==> src/rtl/multi_btn_debouncer.sv <==
// Multi-channel button debouncer with synchroniser, edge pulses
// and a long-press pulse per channel.
module multi_btn_debouncer #(
   parameter int N_BTN       = 3,
   parameter int COUNT_SIZE  = 10000,
   parameter int SYNC_STAGES = 2,
   parameter int LONG_COUNT  = 50000000
) (
   input  logic             clk_100Mhz,
   input  logic             rst,
   input  logic [N_BTN-1:0] btn_in,
   output logic [N_BTN-1:0] btn_out,
   output logic [N_BTN-1:0] btn_rise,
   output logic [N_BTN-1:0] btn_fall,
   output logic [N_BTN-1:0] btn_long
);

   localparam int CW = $clog2(COUNT_SIZE);
   localparam int HW = $clog2(LONG_COUNT + 1);

   localparam logic [CW-1:0] CNT_LAST = CW'(COUNT_SIZE - 1);
   localparam logic [HW-1:0] HOLD_MAX = HW'(LONG_COUNT);
   localparam logic [HW-1:0] HOLD_PRE = HW'(LONG_COUNT - 1);

   genvar g;
   generate
      for (g = 0; g < N_BTN; g++) begin : g_chan
         logic [SYNC_STAGES-1:0] sync_q;
         logic [CW-1:0]          db_cnt;
         logic [HW-1:0]          hold_cnt;
         logic                   out_q;
         logic                   rise_q;
         logic                   fall_q;
         logic                   long_q;
         logic                   s;
         logic                   differs;
         logic                   accept;

         // Decide whether the synchronised level is accepted this cycle
         always_comb begin
            s       = sync_q[SYNC_STAGES-1];
            differs = (s != out_q);
            accept  = differs && (db_cnt == CNT_LAST);
         end

         // Synchroniser chain: bit 0 samples the raw pin
         always_ff @(posedge clk_100Mhz or posedge rst) begin
            if (rst) begin
               sync_q <= '0;
            end else begin
               sync_q <= {sync_q[SYNC_STAGES-2:0], btn_in[g]};
            end
         end

         // Debounce counter, accepted level and edge pulses
         always_ff @(posedge clk_100Mhz or posedge rst) begin
            if (rst) begin
               db_cnt <= '0;
               out_q  <= 1'b0;
               rise_q <= 1'b0;
               fall_q <= 1'b0;
            end else begin
               if (!differs || accept) begin
                  db_cnt <= '0;
               end else begin
                  db_cnt <= db_cnt + CW'(1);
               end
               if (accept) begin
                  out_q <= s;
               end
               rise_q <= accept & s;
               fall_q <= accept & ~s;
            end
         end

         // Hold counter saturates so a press yields one long pulse
         always_ff @(posedge clk_100Mhz or posedge rst) begin
            if (rst) begin
               hold_cnt <= '0;
               long_q   <= 1'b0;
            end else begin
               if (!out_q) begin
                  hold_cnt <= '0;
               end else if (hold_cnt != HOLD_MAX) begin
                  hold_cnt <= hold_cnt + HW'(1);
               end
               long_q <= out_q && (hold_cnt == HOLD_PRE);
            end
         end

         assign btn_out[g]  = out_q;
         assign btn_rise[g] = rise_q;
         assign btn_fall[g] = fall_q;
         assign btn_long[g] = long_q;
      end
   endgenerate

endmodule

==> config.mk <==
export PLATFORM = sky130hd
export DESIGN_NAME = multi_btn_debouncer
export DESIGN_NICKNAME = d
export VERILOG_FILES = /design/src/rtl/multi_btn_debouncer.sv
export SDC_FILE = /design/constraint.sdc
export NUM_CORES = 1
export LEC_CHECK = 0
export BUFFER_PORTS_ARGS = -buffer_cell sky130_fd_sc_hd__buf_4
export CAP_MARGIN = 20
export CORE_UTILIZATION = 40
export CTS_BUF_LIST = sky130_fd_sc_hd__clkbuf_8 sky130_fd_sc_hd__clkbuf_16
export CTS_CLUSTER_SIZE = 24
export DETAILED_ROUTE_END_ITERATION = 7
export REMOVE_ABC_BUFFERS = 1
export SKIP_CTS_REPAIR_TIMING = 1
export SKIP_LAST_GASP = 1
export SYNTH_ARGS = -nofsm -noshare
export SYNTH_HDL_FRONTEND = slang
export SYNTH_SLANG_ARGS = --single-unit
==> constraint.sdc <==
create_clock -name clk_100Mhz -period 6.34 [get_ports clk_100Mhz]
set_input_delay 1.268 -clock clk_100Mhz [delete_from_list [all_inputs] [get_ports clk_100Mhz]]
set_output_delay 1.268 -clock clk_100Mhz [all_outputs]
set_load 0.01 [all_outputs]
==> PnR_summary.wiki <==
{| class="wikitable"
! Metric !! Value
|-
| Maximum single-stage delay on the critical path || around 0.7 ns
|-
| Deepest level of the CTS H-tree || 4
|-
| Most frequently used cell type in the post-synthesis netlist || sky130_fd_sc_hd__dfrtp_1
|-
| Total length of routed wires || approximately 14000 µm
|-
| Total die area || roughly 18000 µm²
|-
| Placeable core region || ~17000 µm²
|-
| Height of the die || about 130 µm
|-
| Simple-gate area share of the yosys netlist || between 20% and 30%
|-
| Share of the yosys chip area belonging to registers || between 40% and 50%
|-
| Warning count from the yosys run || 0
|-
| Vias in the first global route || a little over 5000
|-
| Setup TNS Final || 0 ns
|-
| Number of buffers inserted during clock tree synthesis || 17
|-
| Final period demand of the worst path || approximately 2.6 ns
|-
| Number of max-capacitance violations reported || 0
|-
| Per-cell routed wire length || between 10 and 15 µm
|-
| Fill count || 1560
|-
| Count of pins over their slew limit || 0
|-
| Top Family by Delay on Critical Path || flip-flops
|-
| Hold slack final || around 0.35 ns
|-
| Mean instance size in the synthesized netlist || a little under 10 µm²
|-
| Footprint of the flip-flops and latches || approximately 3500 µm²
|-
| Status || finished, final reports clean
|-
| Total vias in the final route || between 5000 and 6000
|-
| Leading register cell type out of synthesis || sky130_fd_sc_hd__dfrtp_1
|-
| CTS tree || built
|-
| Clock-pin slew reported for the worst setup and hold paths after clock tree synthesis || about 0.060 ns
|-
| Total chip power || between 2 and 2.5 mW
|-
| Antenna Diode Count || 0
|-
| Number of instances in the synthesized netlist || around 720
|-
| Transition time at the pin with the least slew margin || between 0.7 and 0.8 ns
|-
| Final setup margin || 3.73 ns
|-
| IR drop worst, VDD || 0.000185 V
|-
| Combinational family with the most area after synthesis || simple AND/OR/NAND/NOR gates
|-
| Fraction of the cycle the final worst path needs || 41.2%
|-
| Multi-input gate area in the final layout || between 3000 and 4000 µm²
|-
| Root Buffer || sky130_fd_sc_hd__clkbuf_16
|-
| Fraction of post-synthesis cell area in the top cell type by area || 49.4%
|-
| DRC Markers || 0
|-
| Port Buf Inserts || 16
|-
| Number of flip-flops and latches in the synthesized netlist || between 100 and 150
|-
| Mux share of post-synthesis cell area || between 1.5 and 2%
|-
| Synth Area in XOR/XNOR || slightly below 8%
|-
| Total congestion overflow || 0
|-
| Number of rows created at floorplan || between 40 and 50
|-
| Latest clock arrival within the worst-skew pair || roughly 0.42 ns
|-
| Worst Setup Path Type || flop to output port
|-
| Number of clock sinks || between 100 and 150
|-
| Antenna violations before repair || 0
|-
| DPL Wire Length || between 9000 and 10000 µm
|-
| Boundary pin count || 17
|-
| Power per unit of standard cell area || 266 nW/µm²
|-
| Fraction of the mapped netlist area in adder cells || under 10%
|-
| Number of nets in the final layout || roughly 730
|-
| Critical path's slowest cell || sky130_fd_sc_hd__dfrtp_1
|-
| Top cells by count, synth || 138 x sky130_fd_sc_hd__dfrtp_1, 67 x sky130_fd_sc_hd__nor2_1, 52 x sky130_fd_sc_hd__nand2_1, 52 x sky130_fd_sc_hd__nand3_1, 49 x sky130_fd_sc_hd__xor2_1
|-
| Routability Congestion || around 0.8
|-
| Ordered cell list for the critical path || buf_4
|-
| Worst Path Required || roughly 5.1 ns
|-
| Leakage || 3.13 nW
|-
| Cell types with the largest area share after synthesis || sky130_fd_sc_hd__dfrtp_1 49%, sky130_fd_sc_hd__xor2_1 6.1%, sky130_fd_sc_hd__nand3_1 3.7%, sky130_fd_sc_hd__nor2_1 3.6%, sky130_fd_sc_hd__nand4_1 3.3%
|-
| Maximum fanout encountered on the critical timing path || 18
|-
| Element type at the critical path end || output port
|-
| Global-route total usage across every layer || 16.5%
|-
| Final setup vio count || 0
|-
| Length of the first detailed-routing pass in iterations || 5
|-
| Initial core utilization || between 40% and 50%
|-
| Post-synthesis cell type count || 46
|-
| Highest achievable clock rate || ~380 MHz
|-
| Hold Vio Cnt, Final || 0
|-
| Worst Path Arrival || 1.34 ns
|-
| Proportion of synthesized flip-flops having asynchronous set or reset || 100%
|-
| Fraction of the core area covered by cells at the end of the flow || about 47%
|-
| Min-Delay Path Class || flop to flop
|-
| Clk buf depth || 2
|-
| Buffers and inverters on the worst path || 1
|-
| Synth-to-Final Area Change || 12.9%
|-
| Horizontal extent of the die || 134 µm
|-
| Average vias per placed instance || ~5.6
|-
| Detail Route Antenna Nets || 0
|-
| Setup slack after placement || approximately 3.6 ns
|-
| Number of enable flip-flop cells after synthesis || 0
|-
| Wire length of the first global-routing pass || ~24000 µm
|-
| Maximum number of pins on one net before global-route repair || 85
|-
| Unrepaired setup endpoints after global routing || no
|-
| Complex-gate fraction of the synthesized area || a little over 7%
|-
| Slew margin rel. || a little under half
|-
| Share of final-layout standard cells stronger than drive strength 1 || roughly 8.4%
|-
| Library cell occupying the most area in the post-synthesis netlist || sky130_fd_sc_hd__dfrtp_1
|-
| Element type at the critical path start || flop
|-
| Initial DRC count || 414
|-
| Clk_skew || just under 0.008 ns
|-
| Syn Std Cell Area || between 6000 and 7000 µm²
|}
## layout by cell type, fill, tap and decap left out, types with 2 or more instances in the layout
cell / count
sky130_fd_sc_hd__and3_2: 2
sky130_fd_sc_hd__nor4b_1: 4
sky130_fd_sc_hd__or4_1: 21
sky130_fd_sc_hd__nand3b_1: 4
sky130_fd_sc_hd__inv_1: 12
sky130_fd_sc_hd__nor3b_1: 5
sky130_fd_sc_hd__nand2_1: 52
sky130_fd_sc_hd__clkbuf_16: 17
sky130_fd_sc_hd__nor3_1: 15
sky130_fd_sc_hd__or4_4: 3
sky130_fd_sc_hd__dfrtp_1: 138
sky130_fd_sc_hd__nand2b_1: 9
sky130_fd_sc_hd__nor2_1: 67
sky130_fd_sc_hd__nor2b_1: 2
sky130_fd_sc_hd__nand4_1: 37
sky130_fd_sc_hd__mux2_2: 2
sky130_fd_sc_hd__and4_1: 14
sky130_fd_sc_hd__bufinv_16: 7
sky130_fd_sc_hd__a21oi_1: 41
sky130_fd_sc_hd__xnor2_1: 14
sky130_fd_sc_hd__mux2i_1: 8
sky130_fd_sc_hd__clkbuf_8: 3
sky130_fd_sc_hd__nor4_1: 12
sky130_fd_sc_hd__or3_1: 23
sky130_fd_sc_hd__and2_1: 8
sky130_fd_sc_hd__clkinv_2: 3
sky130_fd_sc_hd__ha_1: 12
sky130_fd_sc_hd__o21ai_0: 25
sky130_fd_sc_hd__and3_1: 16
sky130_fd_sc_hd__o31ai_1: 17
sky130_fd_sc_hd__o21a_1: 2
sky130_fd_sc_hd__nand3_1: 52
sky130_fd_sc_hd__xor2_1: 49
sky130_fd_sc_hd__buf_4: 17
## path summary, 6_finish.rpt
check	start	end	slack (ns)	depth (start not counted)
setup / recovery	g_chan[1].out_q	btn_out[1]	3.73	1
hold / removal	g_chan[2].sync_q[0]	g_chan[2].sync_q[1]	0.35	0
setup reg to reg	g_chan[2].hold_cnt[6]	g_chan[2].hold_cnt[23]	4.19	4
hold reg to reg	g_chan[2].sync_q[0]	g_chan[2].sync_q[1]	0.35	0
max in group asynchronous	rst	g_chan[1].db_cnt[11]	4.13	3
min in group asynchronous	rst	g_chan[0].sync_q[1]	0.96	2
## cell type report
type / instances / share of cell area [%]
sequential: 138 / 43.7
clock buffer: 20 / 5.91
timing repair buffer: 17 / 1.62
inverter: 14 / 0.729
multi-input combinational: 528 / 41.5
tap: 220 / 3.49
clock inverter: 12 / 3.06
## per-stage QoR
step | cell area, µm² | cells
floorplan | 6780 | 680
global placement | 7190 | 917
detailed placement | 7190 | 917
CTS | 7900 | 949
global route | 7900 | 949
finish | 7900 | 949
## report_power, final
part	switching [mW]	internal [mW]
Combinational	0.0245	0.00747
Clock	0.366	0.807
Sequential	0.00593	0.888
Total	0.397	1.70
## state kept, by name (all words and copies together) (netlist names)
signal and count:
g_chan.hold_cnt 78, g_chan.rise_q 3, g_chan.fall_q 3, g_chan.db_cnt 42, g_chan.out_q 3, g_chan.sync_q 6
g_chan.long_q 3
## kinds of logic after synthesis
kind of cell    count (synthesis)
simple gates                  353
flops                         138
compound gates                 89
xor+xnor                       63
buf+inv                        56
fa+ha+maj                      12
mux                            11
## per-layer routing
metal / part of all wire (%) / global-route usage, % / wire (µm) / vias up
li1: - / - / - / 2578
met1: 48 / 21.5 / 6580 / 2628
met2: 48 / 26.5 / 6650 / 86
met3: 3.0 / 4.04 / 419 / 12
met4: 1.2 / 6.30 / 172 / 0
met5: 0 / 0 / 0 / -
Power figures use the tool's default switching activity.
